$ cat src/rtl/demux_pkg.sv
// Shared definitions for the 1-to-4 stream demultiplexer.
//  NCH     : number of output channels (fixed at 4 in this revision)
//  SELW    : width of the destination select
//  sel2idx : maps in_sel to a channel index, matching the team's 4x1 mux
package demux_pkg;

   localparam int unsigned NCH  = 4;
   localparam int unsigned SELW = 2;

   // Channel index is the select with its bits swapped: 00->0, 10->1, 01->2, 11->3
   function automatic logic [SELW-1:0] sel2idx(input logic [SELW-1:0] sel);
      return {sel[0], sel[1]};
   endfunction

endpackage : demux_pkg

$ cat src/rtl/demux_slot.sv
// One-entry holding slot for a single demux output channel.
//  clk, rst_n : clock, async active-low reset
//  load       : write load_data into the slot this cycle
//  load_data  : payload to store
//  out_ready  : consumer ready
//  out_valid  : slot holds a beat (registered)
//  out_data   : stored payload, held after drain (registered)
//  can_load   : slot is empty or drains this cycle (combinational)
module demux_slot #(
   parameter int unsigned DW = 8
) (
   input  logic          clk,
   input  logic          rst_n,
   input  logic          load,
   input  logic [DW-1:0] load_data,
   input  logic          out_ready,
   output logic          out_valid,
   output logic [DW-1:0] out_data,
   output logic          can_load
);

   logic          r_valid;
   logic [DW-1:0] r_data;

   // A drain and a load in the same cycle keep the slot full with new data
   always_ff @(posedge clk or negedge rst_n) begin
      if (!rst_n) begin
         r_valid <= 1'b0;
         r_data  <= '0;
      end else if (load) begin
         r_valid <= 1'b1;
         r_data  <= load_data;
      end else if (r_valid && out_ready) begin
         r_valid <= 1'b0;
      end
   end

   assign can_load  = !r_valid || out_ready;
   assign out_valid = r_valid;
   assign out_data  = r_data;

endmodule : demux_slot

$ cat src/rtl/demux_1x4_stream.sv
// Registered 1-to-4 stream demultiplexer with valid/ready on both sides.
// Each channel owns a one-entry slot, so a stalled consumer blocks only
// beats addressed to it.
// Optional build macro: DEMUX_PKT_LOCK_EN (hold the destination for a whole
// packet, delimited by in_last).
//  clk, rst_n : clock, async active-low reset
//  in_valid   : input beat valid
//  in_ready   : input beat accepted when in_valid & in_ready (combinational)
//  in_data    : input payload
//  in_sel     : destination select, sampled with the beat
//  in_last    : end-of-packet marker (packet-lock build only)
//  out_valid  : per-channel valid
//  out_ready  : per-channel ready
//  out_data   : channel k payload at [k*DW +: DW]
module demux_1x4_stream #(
   parameter int unsigned DW  = 8,
   parameter int unsigned NCH = 4
) (
   input  logic              clk,
   input  logic              rst_n,
   input  logic              in_valid,
   output logic              in_ready,
   input  logic [DW-1:0]     in_data,
   input  logic [1:0]        in_sel,
   input  logic              in_last,
   output logic [NCH-1:0]    out_valid,
   input  logic [NCH-1:0]    out_ready,
   output logic [NCH*DW-1:0] out_data
);

   import demux_pkg::*;

   logic [SELW-1:0] w_idx;
   logic [NCH-1:0]  w_can_load;
   logic            w_fire;

`ifdef DEMUX_PKT_LOCK_EN
   logic            r_locked;
   logic [SELW-1:0] r_lock_idx;

   // While locked the captured index overrides in_sel
   assign w_idx = r_locked ? r_lock_idx : sel2idx(in_sel);

   // Lock on the first beat of a multi-beat packet, release after its last beat
   always_ff @(posedge clk or negedge rst_n) begin
      if (!rst_n) begin
         r_locked   <= 1'b0;
         r_lock_idx <= '0;
      end else if (w_fire) begin
         if (!r_locked && !in_last) begin
            r_locked   <= 1'b1;
            r_lock_idx <= w_idx;
         end else if (r_locked && in_last) begin
            r_locked   <= 1'b0;
         end
      end
   end
`else
   logic w_unused_last;

   assign w_idx         = sel2idx(in_sel);
   assign w_unused_last = in_last;
`endif

   // Ready follows only the addressed slot, never in_valid
   assign in_ready = w_can_load[w_idx];
   assign w_fire   = in_valid && in_ready;

   for (genvar k = 0; k < NCH; k++) begin : g_slot
      demux_slot #(.DW(DW)) u_slot (
         .clk       (clk),
         .rst_n     (rst_n),
         .load      (w_fire && (w_idx == SELW'(k))),
         .load_data (in_data),
         .out_ready (out_ready[k]),
         .out_valid (out_valid[k]),
         .out_data  (out_data[k*DW +: DW]),
         .can_load  (w_can_load[k])
      );
   end

endmodule : demux_1x4_stream

$ cat config.mk
export PLATFORM = sky130hd
export DESIGN_NAME = demux_1x4_stream
export DESIGN_NICKNAME = d
export VERILOG_FILES = /design/src/rtl/demux_pkg.sv /design/src/rtl/demux_slot.sv /design/src/rtl/demux_1x4_stream.sv
export SDC_FILE = /design/constraint.sdc
export NUM_CORES = 1
export LEC_CHECK = 0
export CORE_MARGIN = 3
export CORE_UTILIZATION = 26
export CTS_CLUSTER_DIAMETER = 100
export DETAILED_ROUTE_END_ITERATION = 8
export SLEW_MARGIN = 10
export SYNTH_ARGS = -nofsm -noshare
export SYNTH_HDL_FRONTEND = slang
export SYNTH_SLANG_ARGS = --single-unit
$ cat constraint.sdc
create_clock -name clk -period 3.7 [get_ports clk]
set_input_delay 0.74 -clock clk [delete_from_list [all_inputs] [get_ports clk]]
set_output_delay 0.74 -clock clk [all_outputs]
set_load 0.02 [all_outputs]
==> out/results.txt, run 1 <==
First-pass GRT wire length: 5480 um
Slew Limit Headroom: 0.475
CTS resizes: 0
Clock share of power: 0.273
Initial Util: 0.275
Final Util: 0.407
CTS Buf Count: 5
Total Die Area: 0.00643 mm^2
NumNets Final: 164
Mean routed wirelength per cell: 16.0 um
Reg clk slew, reported paths: 0.07 ns
Sw power: 0.358 mW
EDFF count, synth: 0
FF-to-FF path depth: 4
Die height: 80.2 um
Syn_nets: 110
Port Buf Inserts: 53
Tcrit/Tclk final: 0.872
Final min period: 3.23 ns
Gp weighted congestion: 0.687
Power Dens Cells: 583 mW/mm^2
Post-DP HPWL: 2550 um
Crit path kind: primary input to output pin
Post-Place Setup Slack: 0.469 ns
Placed cell area: 0.00201 mm^2
Worst slew pin tran: 0.788 ns
Final Max Slew Viols: 0
Root Driver: clkbuf_8
Mapped Area: 0.00143 mm^2
Startpoint class of the critical path: primary input
Vias after detailed routing: 935
Routed vias/inst: 4.31
Vias in the first global route: 1043
Flop pwr share: 0.415
Peak Freq: 310 MHz
Largest area contributor in the synthesized netlist: dfrtp_1
Chip width: 80.2 um
Area grow syn2layout: 48.0%
DR pass1 iterations: 2
Synth cell types: 13
Cell internal pwr: 0.877 mW
Largest net degree at the start of global routing: 37
CTS tree: done
Layout cells sized above 1: 0.306
Syn Area/Cell: 15.6 um^2
Lkg Pwr: 0.874 nW
Synth Flop Type: dfrtp_1
Syn Inst Count: 92
Yosys top cell area share: 0.629
Total GRT Usage: 0.118
Max FO, Critical Path: 7
Worst Path Required: 2.96 ns
Unrepaired setup endpoints after global routing: no
Switching Share: 0.290
Hold Crit Class: flop to flop
Clk_lat worst skew: 0.28 ns
Clk sinks: 36
DRC viols: 0
Fillers: 498
Final hold vios: 0
Max-cap violations: 0
Worst EP arrival: 2.49 ns
Synth cell count leaders: dfrtp_1 (36), mux2_2 (32), nand2_1 (5)
Synthesized flop and latch total: 36
Multi-input logic area: 485 um^2
Fin cells: 217
Ys Warns: 0
Hold slack: 0.508 ns
Comb power frac: 0.311
Total routed wirelength: 3470 um
Seq/Total Area, Yosys: 0.629
Overflow after GRT: 0
Clock skew: 0.00637 ns
Placed insts: 209
Final worst setup slack: 0.472 ns
CTS Hold Bufs: 0
IO Pins: 55
Setup violations, final: 0
Routed Antenna Nets: 0
Maximum VDD drop: 0.252 mV
Synth async-reset ratio: 1.00
Bufs on Longest Clock Path: 2
Total power: 1.23 mW
Hold path depth: 1
Number of cell rows: 26
Drt initial violations: 21
Antenna cells: 0
Status: complete, no violations
Antenna violations before repair: 0
Cell with the most instances after synthesis: dfrtp_1
Reg area: 901 um^2
Fin Setup TNS: 0 ns
Critical path capture point type: output pin
H-tree depth: 2
Core ar.: 0.00520 mm^2
Non-Filler Cell Area, Final: 0.00212 mm^2
Synth top area cells: dfrtp_1 (63%), mux2_2 (25%), buf_4 (2.1%), nand2b_1 (1.7%), mux4_2 (1.6%)
Post-CTS setup buffers: 0
state kept, by name, indices dropped and copies added, names as in the netlist:
name                     flops
g_slot.u_slot.out_data      32
g_slot.u_slot.out_valid      4
layout by cell type, fill, tap and decap left out:
cell             synthesis  layout
nand3b_2                 1       1
clkbuf_8                 0       5
nand2_1                  5       5
nor2b_1                  2       2
nor3b_4                  1       1
clkdlybuf4s50_1          0      52
bufinv_16                0       1
dfrtp_1                 36      36
buf_2                    3       1
mux4_2                   1       1
mux2_2                  32      32
buf_4                    4       1
nand2b_1                 4       4
nand3_1                  1       1
clkinv_2                 0       1
and3_1                   1       1
o21ai_0                  1       1
clkinvlp_4               0       1
metal layers:
layer / GRT usage / vias to the layer above / wire length (um)
met4: 0.0355 / 0 / 46
met5: 0 / - / 0
li1: - / 422 / -
met2: 0.208 / 37 / 1840
met1: 0.121 / 470 / 1260
met3: 0.0617 / 6 / 328
power groups by stage:
| stage | registers [mW] | logic, mW | clock network [mW] |
|---|---|---|---|
| 2_1_floorplan | 0.608 | 0.0926 | 0 |
| 3_3_place_gp | 0.513 | 0.383 | 0 |
| 3_5_place_dp | 0.521 | 0.390 | 0 |
| 4_1_cts | 0.514 | 0.392 | 0.352 |
| 5_1_grt | 0.522 | 0.408 | 0.373 |
| 6_report | 0.512 | 0.385 | 0.338 |
worst paths after layout:
check                      slack, ns                         start                            to
max reg2reg                     2.03    g_slot[3].u_slot.out_valid  g_slot[3].u_slot.out_data[2]
max in group asynchronous       2.67                         rst_n    g_slot[1].u_slot.out_valid
min in group asynchronous       0.53                         rst_n  g_slot[1].u_slot.out_data[1]
min reg2reg                     0.51  g_slot[1].u_slot.out_data[6]  g_slot[1].u_slot.out_data[6]
min                             0.51  g_slot[1].u_slot.out_data[6]  g_slot[1].u_slot.out_data[6]
max                             0.47                     in_sel[0]                      in_ready
worst max-delay path: stages:
cell and delay, ns:
clkdlybuf4s50_1 0.64, mux4_2 0.55, clkdlybuf4s50_1 0.55
area by class of cell:
cell class | instances | share of cell area
Timing Repair Buffer | 54 | 0.252
Multi-Input combinational cell | 49 | 0.229
Clock buffer | 5 | 0.0325
Tap cell | 70 | 0.0413
Clock inverter | 3 | 0.0201
Sequential cell | 36 | 0.425
logic make-up after synthesis:
family | Yosys count | share of synthesized area
and+or+nand+nor | 15 | 0.0682
AOI/OAI and AO/OA | 1 | 0.00349
muxes | 33 | 0.267
buffers and inverters | 7 | 0.0315
DFF | 36 | 0.629
No activity file was read; power rests on OpenSTA's default activity.
==> run 2: changes to the inputs <==
--- a/config.mk
+++ b/config.mk
@@ -9,6 +9,7 @@
 export CORE_UTILIZATION = 26
 export CTS_CLUSTER_DIAMETER = 100
 export DETAILED_ROUTE_END_ITERATION = 8
+export DONT_BUFFER_PORTS = 1
 export SLEW_MARGIN = 10
 export SYNTH_ARGS = -nofsm -noshare
 export SYNTH_HDL_FRONTEND = slang
==> run 2 against run 1 <==
  * Global-route usage is 1.4 points lower
  * Largest cell class unchanged
  * Utilization shrank 11 points
  * Combinational power down 76%
  * Sequential share of layout area grew 15 points
  * Clock skew barely moved
  * Largest power group unchanged
==> out/results.txt, run 2 (synthesized netlist as in run 1, its figures left out) <==
Max FO, Critical Path: 3
CTS tree: done
Multi-input logic area: 485 um^2
IO Pins: 55
Lkg Pwr: 0.651 nW
Placed cell area: 0.00147 mm^2
Final min period: 2.22 ns
Bufs on Longest Clock Path: 2
Maximum VDD drop: 0.228 mV
Routed Antenna Nets: 0
Total Die Area: 0.00643 mm^2
Vias in the first global route: 886
Worst Path Required: 2.96 ns
Largest stage delay on the critical path: 0.56 ns
Worst path cell trace: nand2b_1, mux4_2
Drt initial violations: 13
CTS Buf Count: 5
Critical path capture point type: output pin
Flip-flop count of the largest register after layout: 32
Layout cells sized above 1: 0.452
Total routed wirelength: 3070 um
Chip width: 80.2 um
Post-DP HPWL: 2200 um
Startpoint class of the critical path: primary input
Antenna cells: 0
Number of cell rows: 26
Hold Crit Class: primary input to asynchronous set/reset pin
Clk sinks: 36
Commonest non-fill, non-tap cells in the layout: dfrtp_1 (36), mux2_2 (32), nand2_1 (5), clkbuf_8 (5), nand2b_1 (4)
Worst slew pin tran: 0.929 ns
Status: complete, no violations
Port Buf Inserts: 0
Total GRT Usage: 0.104
Area grow syn2layout: 9.18%
Root Driver: clkbuf_8
Worst EP arrival: 1.48 ns
CP delay by family, top: multiplexers
Most common cell after layout, fill and taps aside: dfrtp_1
Vias after detailed routing: 739
Antenna violations before repair: 0
CTS Hold Bufs: 0
Die height: 80.2 um
Unrepaired setup endpoints after global routing: no
Overflow after GRT: 0
Fillers: 537
Crit path kind: primary input to output pin
Core ar.: 0.00520 mm^2
Tcrit/Tclk final: 0.600
Max-cap violations: 0
Largest net degree at the start of global routing: 37
Gp weighted congestion: 0.663
Post-CTS setup buffers: 0
Initial Util: 0.275
Clock skew: 0.00626 ns
Power Dens Cells: 632 mW/mm^2
Fin Setup TNS: 0 ns
Final Max Slew Viols: 0
Buf+Inv Stages, Crit Path: 0
Final hold vios: 0
First-pass GRT wire length: 4860 um
DRC viols: 0
NumNets Final: 110
Slew Limit Headroom: 0.380
Reg area: 901 um^2
H-tree depth: 2
Peak Freq: 450 MHz
Mean routed wirelength per cell: 18.9 um
Reg clk slew, reported paths: 0.07 ns
Routed vias/inst: 4.53
Non-Filler Cell Area, Final: 0.00156 mm^2
Clk_lat worst skew: 0.28 ns
DR pass1 iterations: 3
Setup violations, final: 0
CTS resizes: 0
Slowest-stage cell, CP: mux4_2
## run 2: changes by cell type in the layout (fill, tap and decap cells not counted)
cell / delta
clkinv_2: -1
clkbuf_1: +1
clkdlybuf4s50_1: -52
buf_4: -1
clkinv_4: +1
buf_2: -1
bufinv_16: -1
## run 2: through the flow
step	hold slack [ns]	utilization	power, mW	instances	setup WS [ns]
after floorplan	0.444	-	0.700	92	1.48
after global placement	0.446	0.283	0.718	155	1.43
after detailed placement	0.445	0.283	0.728	155	1.41
after CTS	0.129	0.300	1.01	163	1.46
after global routing	0.119	0.300	1.04	163	1.44
final	0.145	0.300	0.987	163	1.48
## run 2: where the power goes
group | internal, mW | switching [mW]
clock | 0.134 | 0.137
sequential | 0.470 | 0.154
combinational | 0.0619 | 0.0301
## run 2: layout make-up
class,instances,area share
Clock inverter,2,0.0104
Multi-Input combinational cell,49,0.311
Sequential cell,36,0.576
Clock buffer,6,0.0464
Tap cell,70,0.0560
## run 2: path summary, 6_finish.rpt
path	startpoint	cells past startpoint	slack [ns]	end
min in group clk	in_sel[0]	1	0.57	g_slot[1].u_slot.out_valid
setup reg to reg	g_slot[3].u_slot.out_valid	3	1.82	g_slot[3].u_slot.out_data[0]
setup / recovery	out_ready[0]	2	1.48	in_ready
hold reg to reg	g_slot[1].u_slot.out_data[0]	1	0.67	g_slot[1].u_slot.out_data[0]
hold / removal	rst_n	0	0.14	g_slot[1].u_slot.out_data[1]
max in group asynchronous	rst_n	0	3.47	g_slot[2].u_slot.out_valid
## run 2: routing by layer
| metal | vias to the layer above | share of wire | GRT usage |
|---|---|---|---|
| li1 | 317 | - | - |
| met1 | 381 | 0.38 | 0.110 |
| met2 | 37 | 0.51 | 0.177 |
| met3 | 4 | 0.11 | 0.0594 |
| met4 | 0 | 0.0059 | 0.0253 |
| met5 | - | 0 | 0 |
==> run 3: changes to the inputs <==
==> constraint.sdc (replaced) <==
create_clock -name clk -period 2.1 [get_ports clk]
set_input_delay 0.42 -clock clk [delete_from_list [all_inputs] [get_ports clk]]
set_output_delay 0.42 -clock clk [all_outputs]
set_load 0.02 [all_outputs]
==> run 3 against run 2 <==
  * Setup slack got worse by 1.3 ns
  * Via count rose by 3.1%
  * Die area did not move
  * Utilization rose by 1.4 points
  * Register-to-register slack got worse by 1.3 ns
  * Wire length rose by 2.5%
  * Design area rose by 4.8%
  * Critical path depth did not move
  * Largest cell class unchanged
==> out/results.txt, run 3 (synthesized netlist as in run 1, its figures left out) <==
Largest net degree at the start of global routing: 37
Fillers: 541
Flop pwr share: 0.612
Final min period: 1.88 ns
Total Die Area: 0.00643 mm^2
Power Dens Cells: 1100 mW/mm^2
Area grow syn2layout: 14.4%
Non-Filler Cell Area, Final: 0.00164 mm^2
Reg area: 901 um^2
First-pass GRT wire length: 4960 um
Worst Path Required: 1.68 ns
Core ar.: 0.00520 mm^2
H-tree depth: 2
Flip-flop count of the largest register after layout: 32
Post-CTS setup buffers: 0
Final hold vios: 0
Crit path kind: flop to output pin
Placed cell area: 0.00151 mm^2
Lkg Pwr: 0.701 nW
Comb power frac: 0.105
Clk_lat worst skew: 0.28 ns
Worst EP arrival: 1.46 ns
Tcrit/Tclk final: 0.894
Die height: 80.2 um
Total GRT Usage: 0.105
Clock skew: 0.00320 ns
Routed Antenna Nets: 0
Multi-input logic area: 485 um^2
Overflow after GRT: 0
Fin cells: 170
Switching Share: 0.326
Fin Setup TNS: 0 ns
Routed vias/inst: 4.48
Antenna cells: 0
DR pass1 iterations: 3
Clk sinks: 36
Cell internal pwr: 1.22 mW
Worst slew pin tran: 0.350 ns
Startpoint class of the critical path: flop
Max-cap violations: 0
Critical path capture point type: output pin
Maximum VDD drop: 0.454 mV
Worst Hold Launch: in_sel[0]
Hold Crit Class: primary input to flop
Clock share of power: 0.283
Total routed wirelength: 3150 um
Gp weighted congestion: 0.678
Final Util: 0.315
Final Max Slew Viols: 0
Max FO, Critical Path: 3
Placed insts: 160
CTS resizes: 0
Layout cells sized above 1: 0.490
NumNets Final: 117
CP startpoint: g_slot[3].u_slot.out_valid
Port Buf Inserts: 0
Initial Util: 0.275
CTS Buf Count: 5
DRC viols: 0
Most common cell after layout, fill and taps aside: dfrtp_1
Bufs on Longest Clock Path: 2
IO Pins: 55
Mean routed wirelength per cell: 18.5 um
Unrepaired setup endpoints after global routing: no
Number of cell rows: 26
Status: complete, no violations
Antenna violations before repair: 0
Post-DP HPWL: 2440 um
Commonest non-fill, non-tap cells in the layout: dfrtp_1 (36), mux2_2 (32), clkbuf_8 (6), nand2_1 (5), buf_4 (5)
Vias in the first global route: 886
Slew Limit Headroom: 0.765
Reg2reg start: g_slot[1].u_slot.out_valid
Sw power: 0.588 mW
CTS tree: done
Reg clk slew, reported paths: 0.07 ns
Root Driver: clkbuf_8
Setup violations, final: 0
Chip width: 80.2 um
Vias after detailed routing: 762
Drt initial violations: 29
Peak Freq: 533 MHz
-- run 3: changes by cell type in the layout (fill, tap and decap cells not counted) --
| cell | previous run | this run |
|---|---|---|
| inv_6 | 0 | 1 |
| clkinv_4 | 1 | 0 |
| clkbuf_8 | 5 | 6 |
| buf_12 | 0 | 1 |
| clkbuf_1 | 1 | 0 |
| clkinv_2 | 0 | 1 |
| clkinvlp_4 | 1 | 0 |
| buf_4 | 0 | 5 |
| dlygate4sd3_1 | 0 | 1 |
-- run 3: cell type report --
| class | instances | area share |
|---|---|---|
| clock buffers | 6 | 0.0504 |
| clock inverters | 2 | 0.00840 |
| repair buffers | 7 | 0.0413 |
| well taps | 70 | 0.0535 |
| multi-input cells | 49 | 0.296 |
| flip-flops and latches | 36 | 0.550 |
-- run 3: worst max-delay path, cell delays in order, from the launching register on --
cell      delay, ns
dfrtp_1        0.48
nand2b_1       0.13
mux4_2         0.57
-- run 3: per-layer routing --
layer / vias up / GRT usage / part of all wire
met2: 41 / 0.176 / 0.53
met1: 393 / 0.113 / 0.35
li1: 328 / - / -
met4: 0 / 0.0253 / 0
met5: - / 0 / 0
met3: 0 / 0.0628 / 0.12
-- run 3: path summary, 6_finish.rpt --
| path | to | slack (ns) | depth (start not counted) |
|---|---|---|---|
| min in group asynchronous | g_slot[3].u_slot.out_data[5] | 0.58 | 2 |
| setup reg to reg | g_slot[1].u_slot.out_data[7] | 0.48 | 4 |
| hold / removal | g_slot[2].u_slot.out_valid | 0.26 | 2 |
| hold reg to reg | g_slot[0].u_slot.out_data[4] | 0.67 | 1 |
| setup / recovery | in_ready | 0.22 | 2 |
| max in group asynchronous | g_slot[2].u_slot.out_data[6] | 1.33 | 2 |
-- run 3: per-stage QoR --
stage                     power (mW)  worst slack, ns  hold slack, ns
after global placement          1.27            0.457           0.126
after global routing            1.91            0.154           0.246
after floorplan                 1.23            0.524           0.124
after CTS                       1.84            0.202           0.250
final                           1.80            0.222           0.261
after detailed placement        1.30            0.423           0.125
-- run 3: what timing repair did --
| action | 4_1_cts | 5_1_grt |
|---|---|---|
| setup endpoints to repair | 0 | 0 |
| hold endpoints to repair | 36 | 0 |
| hold buffers | 2 | 0 |
-- run 3: power groups by stage --
stage | clock network [mW] | registers, mW | logic (mW)
after floorplan | 0 | 1.07 | 0.163
after global placement | 0 | 1.11 | 0.162
after detailed placement | 0 | 1.12 | 0.177
after CTS | 0.533 | 1.11 | 0.196
after global routing | 0.570 | 1.12 | 0.215
final | 0.511 | 1.10 | 0.189
